## config.mk

```make
export PLATFORM = sky130hd
export DESIGN_NAME = pc_return_stack
export DESIGN_NICKNAME = d
export VERILOG_FILES = /design/src/rtl/pc_return_stack.sv
export SDC_FILE = /design/constraint.sdc
export NUM_CORES = 1
export LEC_CHECK = 0
export CORE_MARGIN = 5
export CORE_UTILIZATION = 55
export CTS_BUF_LIST = sky130_fd_sc_hd__clkbuf_4
export DETAILED_ROUTE_END_ITERATION = 7
export PLACE_DENSITY_LB_ADDON = 0.15
export SLEW_MARGIN = 20
export SYNTH_ARGS = -nofsm -noshare
export SYNTH_HDL_FRONTEND = slang
export SYNTH_SLANG_ARGS = --single-unit
```

## constraint.sdc

```tcl
create_clock -name clk -period 4.15 [get_ports clk]
set_input_delay 0.6225 -clock clk [delete_from_list [all_inputs] [get_ports clk]]
set_output_delay 0.6225 -clock clk [all_outputs]
set_load 0.02 [all_outputs]
```

## src/rtl/pc_return_stack.sv

```systemverilog
// Program-counter register with a hardware return-address stack for jsb/ret.
// Next PC, stack update and sticky error flags all commit on the same rising edge.
module pc_return_stack #(
   parameter int PC_W     = 12,
   parameter int DEPTH    = 8,
   parameter int RESET_PC = 0
) (
   input  logic                     clk,
   input  logic                     rst,
   input  logic                     stall,
   input  logic [1:0]               pc_src,
   input  logic                     stack_push,
   input  logic                     stack_pop,
   input  logic [18:0]              instruction,
   output logic [PC_W-1:0]          pc,
   output logic [PC_W-1:0]          pc_plus1,
   output logic [$clog2(DEPTH):0]   depth,
   output logic                     empty,
   output logic                     full,
   output logic                     overflow,
   output logic                     underflow,
   output logic                     conflict
);

   localparam int AW = $clog2(DEPTH);
   localparam int DW = AW + 1;

   logic [PC_W-1:0] mem [DEPTH];

   logic [PC_W-1:0] pc_reg, pc_next;
   logic [DW-1:0]   depth_reg, depth_next;
   logic            overflow_reg, overflow_next;
   logic            underflow_reg, underflow_next;
   logic            conflict_reg, conflict_next;

   logic            push_only, pop_only, both;
   logic            mem_we;
   logic [AW-1:0]   tos_idx;
   logic [PC_W-1:0] tos_val, jump_tgt, branch_tgt, branch_off;
   logic            unused_instr;

   assign unused_instr = ^instruction[18:PC_W];

   assign push_only = stack_push & ~stack_pop;
   assign pop_only  = stack_pop & ~stack_push;
   assign both      = stack_push & stack_pop;

   assign pc_plus1   = pc_reg + {{(PC_W-1){1'b0}}, 1'b1};
   assign jump_tgt   = instruction[PC_W-1:0];
   assign branch_off = {{(PC_W-8){instruction[7]}}, instruction[7:0]};
   assign branch_tgt = pc_plus1 + branch_off;

   // Top of stack is read combinationally so a return and its pop land in one cycle.
   assign tos_idx = depth_reg[AW-1:0] - {{(AW-1){1'b0}}, 1'b1};
   assign tos_val = mem[tos_idx];

   assign empty     = (depth_reg == '0);
   assign full      = (depth_reg == DW'(DEPTH));
   assign depth     = depth_reg;
   assign pc        = pc_reg;
   assign overflow  = overflow_reg;
   assign underflow = underflow_reg;
   assign conflict  = conflict_reg;

   assign mem_we = ~rst & ~stall & push_only & ~full;

   always_comb begin
      pc_next        = pc_plus1;
      depth_next     = depth_reg;
      overflow_next  = overflow_reg;
      underflow_next = underflow_reg;
      conflict_next  = conflict_reg;

      if (both) begin
         conflict_next = 1'b1;
      end else begin
         unique case (pc_src)
            2'b00: pc_next = pc_plus1;
            2'b01: pc_next = jump_tgt;
            2'b10: begin
               // An empty stack never supplies a stale RAM entry.
               if (empty) underflow_next = 1'b1;
               else       pc_next = tos_val;
            end
            default: pc_next = branch_tgt;
         endcase

         if (push_only) begin
            if (full) overflow_next = 1'b1;
            else      depth_next = depth_reg + {{(DW-1){1'b0}}, 1'b1};
         end

         if (pop_only) begin
            if (empty) underflow_next = 1'b1;
            else       depth_next = depth_reg - {{(DW-1){1'b0}}, 1'b1};
         end
      end
   end

   always_ff @(posedge clk) begin
      if (rst) begin
         pc_reg        <= PC_W'(RESET_PC);
         depth_reg     <= '0;
         overflow_reg  <= 1'b0;
         underflow_reg <= 1'b0;
         conflict_reg  <= 1'b0;
      end else if (!stall) begin
         pc_reg        <= pc_next;
         depth_reg     <= depth_next;
         overflow_reg  <= overflow_next;
         underflow_reg <= underflow_next;
         conflict_reg  <= conflict_next;
      end
   end

   // Stack storage is left uninitialised; entries at or above depth are don't-care.
   always_ff @(posedge clk) begin
      if (mem_we) mem[depth_reg[AW-1:0]] <= pc_plus1;
   end

endmodule

```

==> After elaboration in Yosys (flattened, before gate mapping) <==
Memory sizes are Yosys's and may differ from the RTL's.
Cells that the tools add are included.
{ "op_classes": {"addsub": 5, "eq_ne": 3, "mux": 13, "bitwise": 12, "reduce_logical": 5} }
{ "op_table": {"columns": ["cell", "n"], "rows": [
  ["$pmux 12 s3", 1],
  ["$mux 12", 2],
  ["$mux 4", 4],
  ["$add 12x1->12 const B", 1],
  ["$add 12x12->12", 1],
  ["$and 1x1->1", 6],
  ["$mux 1", 6],
  ["$not 1->1", 6],
  ["$add 4x1->4 const B", 1],
  ["$eq 4x4->1 const B", 1],
  ["$logic_not 4->1", 1],
  ["$reduce_and 2->1", 2],
  ["$reduce_and 4->1", 1],
  ["$sub 4x1->4 const B", 1],
  ["$sub 3x1->3 const B", 1],
  ["$eq 2x1->1 const B", 1],
  ["$eq 2x2->1 const B", 1],
  ["$logic_not 2->1", 1]
]} }
{ "word_totals": {"regBits": 19, "ram_bits": 96, "input_bits": 26, "output_inout_bits": 33, "wordCells": 44, "mem_count": 1} }
{ "mem_list": {"columns": ["name", "words", "word_bits", "read_ports", "rd_clocked_by_memory_dff", "wr", "line_no", "rtl"], "rows": [
  ["mem", 8, 12, 1, 0, 1, "28", "logic [PC_W-1:0] mem [DEPTH];"]
]} }

==> Depth between registers and ports, before layout <==
{ "logic_depth": {"ltp_word": 6, "mapped_depth": 11, "ltp_nobuf": 11} }

==> Least setup slack after synthesis <==
Ideal clock, no wire load.
{ "synth_path": {"kind": "register to register", "startpoint": "register pc_reg[0] (netlist: pc[0])", "endpoint": "register pc_reg[7] (netlist: pc[7])", "setup_time_ps": 130, "t_arrival_ps": 3323, "required_time_ps": 4020, "path_slack_ps": 697, "stages_incl_launch_ff": 11, "n_path_buf": 0, "synth_period_minus_slack_ps": 3453, "path_cell_list": "dfxtp_1 -> ha_1 -> nand3_1 -> xnor2_1 -> ha_1 -> a21oi_1 -> o311ai_2 -> and4b_1 -> o311ai_0 -> o2111a_1 -> nor3_1"} }
{ "synth_via": {"elab_chain_cells": 4, "elab_cells_between_ends": 5, "cone_classes": "2 x add/sub; 3 x mux"} }
{ "synth_rtl": {"columns": ["item", "line_no", "rtl"], "rows": [
  ["start: declaration", "30", "logic [PC_W-1:0] pc_reg, pc_next;"],
  ["start signal: assignment", "102", "pc_reg <= PC_W'(RESET_PC);"],
  ["start signal: assignment", "108", "pc_reg <= pc_next;"],
  ["$add 12x1->12", "48", "assign pc_plus1 = pc_reg + {{(PC_W-1){1'b0}}, 1'b1};"],
  ["via pc_plus1[4]", "16", "output logic [PC_W-1:0] pc_plus1,"],
  ["$add 12x12->12", "51", "assign branch_tgt = pc_plus1 + branch_off;"],
  ["$pmux 12 s3", "77", "unique case (pc_src)"],
  ["$mux 12", "74", "if (both) begin"]
]} }
The timed path passes the listed nets, and every way through them passes these cells.
A chain may end at the register's enable or synchronous reset.

==> Final worst setup path <==
{ "layout_path": {"startpoint": "register pc_reg[2] (netlist: pc[2])", "endpoint": "output pc_plus1[7]"} }
{ "layout_via": {"elab_chain_cells": 1} }
{ "layout_rtl": {"columns": ["item", "line_no"], "rows": [
  ["$add 12x1->12", "48"],
  ["end: declaration", "16"]
]} }
Every way passes these cells.

==> results.tsv <==
metric	value	unit
cts_tree	yes	
hold_violations	0	
core	10300	sq um
grt_overflow	0	
yosys_register_bits	115	
grt_max_degree	30	
outcome	finished clean	
dr.first_iter.drc_count	441	
cts_sinks	115	
path_max_fanout	14	
total_power	0.00277	W
endpoint_kind	output pin	
cpMaxStageDelayCell	clkdlybuf4s50_1	
vias	4061	
synth_nets	484	
clk_pin_slew	0.11	ns
maxCapViolations	0	
r2r_end	pc[7]$_SDFFE_PP0N_	
tightest_slew	0.814	ns
startpoint	pc[2]$_SDFFE_PP0N_	
rrSetupSlack	0.80	ns
slew_violations	0	
switching_share	0.304	
crit_end	pc_plus1[7]	
power_frac_clock	0.299	
path_cells	and4_1 > nand4_1 > xnor2_2 > clkdlybuf4s50_1	
drc_errors	0	
yosysSeqAreaShare	0.563	
synthArstFlopShare	0	
final_core_utilization	0.660	
fin_crit_sh	0.868	
pwr-share-seq	0.475	
fmax	278	MHz
syn-instance-count	440	
die_area	12700	sq um
period_needed	3.60	ns
grt_pass1_vias	3979	
ir_drop	218	uV
nets	552	
setup.worst_path.class	flip-flop to output pin	
cts_setup_buffers	0	
die_w	113	microns
place.port_buffers	51	
area_growth_syn_to_layout	17.6	%
ys_types	68	
drtAntennaViolNets	0	
cpPeakStageDelay	0.74	ns
cp.arrival	2.98	ns
pin_count	59	
ys_warn_count	0	
diodes	0	
wl	14.3	mm
vias_per_cell	6.18	
largest_reg_flops	96	
internal_power	0.00193	W
grt_usage	0.231	
antenna_found_initial	0	
rsz0062_at_grt	no	
r2r_cells	10	
clockBufferDepth	2	
ctsResizeCount	0	
post-dp-hpwl	9.52	mm
synth-edff-count	96	
whs_path_depth	2	
layout_common_cells	96 x edfxtp_1, 51 x clkdlybuf4s50_1, 38 x nor2_1	
drive_above_1_share	0.180	
power_switching	0.000843	W
finalSetupViolCount	0	
slew_headroom	0.456	
hp-class	flip-flop to flip-flop	
finalSetupTns	0	ns
cts_made_buffers	17	
p_comb_frac	0.226	
holdWs	0.486	ns
routabilityCongestion	0.909	
grt_pass1_wl	22.3	mm
startpoint_type	flip-flop	
final_common_cell	edfxtp_1	
cts_root_buf	clkbuf_4	
power.density	407	nW/um^2
routedWlPerCell	21.7	microns
die_y	113	microns
p_leak	2.38	nW
clock_latency	0.51	ns
syn_area	5800	sq um
initial_utilization	0.562	
num_rows	37	
fin_skew	0.0164	ns
syn_avg_cell_area	13.2	sq um
cts-htree-levels	4	
ctsHoldBuffers	0	
cp_data_required_time	3.53	ns
synth_flop_cell	edfxtp_1	
first_pass_iters	6	
rr_startpoint	pc[0]$_SDFFE_PP0N_	
power groups by stage:
| stage | clock, W | sequential (W) | combinational, W |
|---|---|---|---|
| floorplan | 0 | 0.00135 | 0.000392 |
| global placement | 0 | 0.00134 | 0.000610 |
| detailed placement | 0 | 0.00134 | 0.000623 |
| CTS | 0.000845 | 0.00132 | 0.000625 |
| global route | 0.000892 | 0.00132 | 0.000671 |
| finish | 0.000828 | 0.00132 | 0.000627 |
critical path: cells and delay by family (launching register included):
kind,cells,cell delay [ns]
buffers and inverters,1,0.74
and+or+nand+nor,2,0.61
DFF,1,0.49
xor gates and xnor gates,1,0.63
Yosys cell counts (3+ instances only):
library cell	count	area, sq um
a21oi_1	31	155
a221oi_1	3	26.3
a22oi_1	4	30.0
a31oi_1	3	18.8
and2_1	3	18.8
buf_2	4	20.0
clkbuf_1	12	45.0
dfxtp_1	19	380
edfxtp_1	96	2880
ha_1	17	213
inv_1	10	37.5
mux2_2	8	90.1
mux2i_1	14	140
mux4_2	24	541
nand2_1	28	105
nand2b_1	7	43.8
nand3_1	6	30.0
nand4_1	5	31.3
nor2_1	38	143
nor3_1	6	30.0
o21ai_0	14	70.1
o22ai_1	8	50.1
or3_1	3	18.8
xnor2_1	12	105
xor2_1	8	70.1
routing by layer:
layer,part of all wire,wire length (microns),vias up,GRT usage
met2,0.47,6670,223,0.357
met4,0.020,279,0,0.0665
met1,0.42,5920,1953,0.333
li1,-,-,1856,-
met3,0.098,1400,29,0.0474
met5,0,0,-,0
how the worst min path moves through the flow:
stage	startpoint	to	slack [ns]
2_1_floorplan	conflict$_SDFFE_PP0P_	conflict$_SDFFE_PP0P_	0.56
3_3_place_gp	conflict$_SDFFE_PP0P_	conflict$_SDFFE_PP0P_	0.45
3_5_place_dp	conflict$_SDFFE_PP0P_	conflict$_SDFFE_PP0P_	0.47
6_report	conflict$_SDFFE_PP0P_	conflict$_SDFFE_PP0P_	0.49
5_1_grt	conflict$_SDFFE_PP0P_	conflict$_SDFFE_PP0P_	0.52
4_1_cts	conflict$_SDFFE_PP0P_	conflict$_SDFFE_PP0P_	0.49
layout make-up:
type | instances | area, sq um
Inverter | 11 | 41.3
Sequential cell | 115 | 3260
Multi-Input combinational cell | 292 | 2390
Clock inverter | 14 | 153
Tap cell | 136 | 170
Fill cell | 777 | 3510
Timing Repair Buffer | 71 | 661
Clock buffer | 18 | 135
stage by stage:
stage | setup slack, ns | instances | instance area [sq um]
after detailed placement | 0.892 | 625 | 6530
after global routing | 0.375 | 657 | 6820
after global placement | 1.07 | 625 | 6530
after floorplan | 0.697 | 440 | 5800
after CTS | 0.523 | 657 | 6820
final | 0.550 | 657 | 6820
cells by family after synthesis:
| group | after synthesis | synth area share |
|---|---|---|
| AOI/OAI and AO/OA | 93 | 0.108 |
| xor gates and xnor gates | 21 | 0.0330 |
| adders and majority gates | 18 | 0.0401 |
| buffers and inverters | 33 | 0.0261 |
| DFF | 115 | 0.563 |
| muxes | 46 | 0.133 |
| and+or+nand+nor | 114 | 0.0967 |
Power figures use the tool's default switching activity.
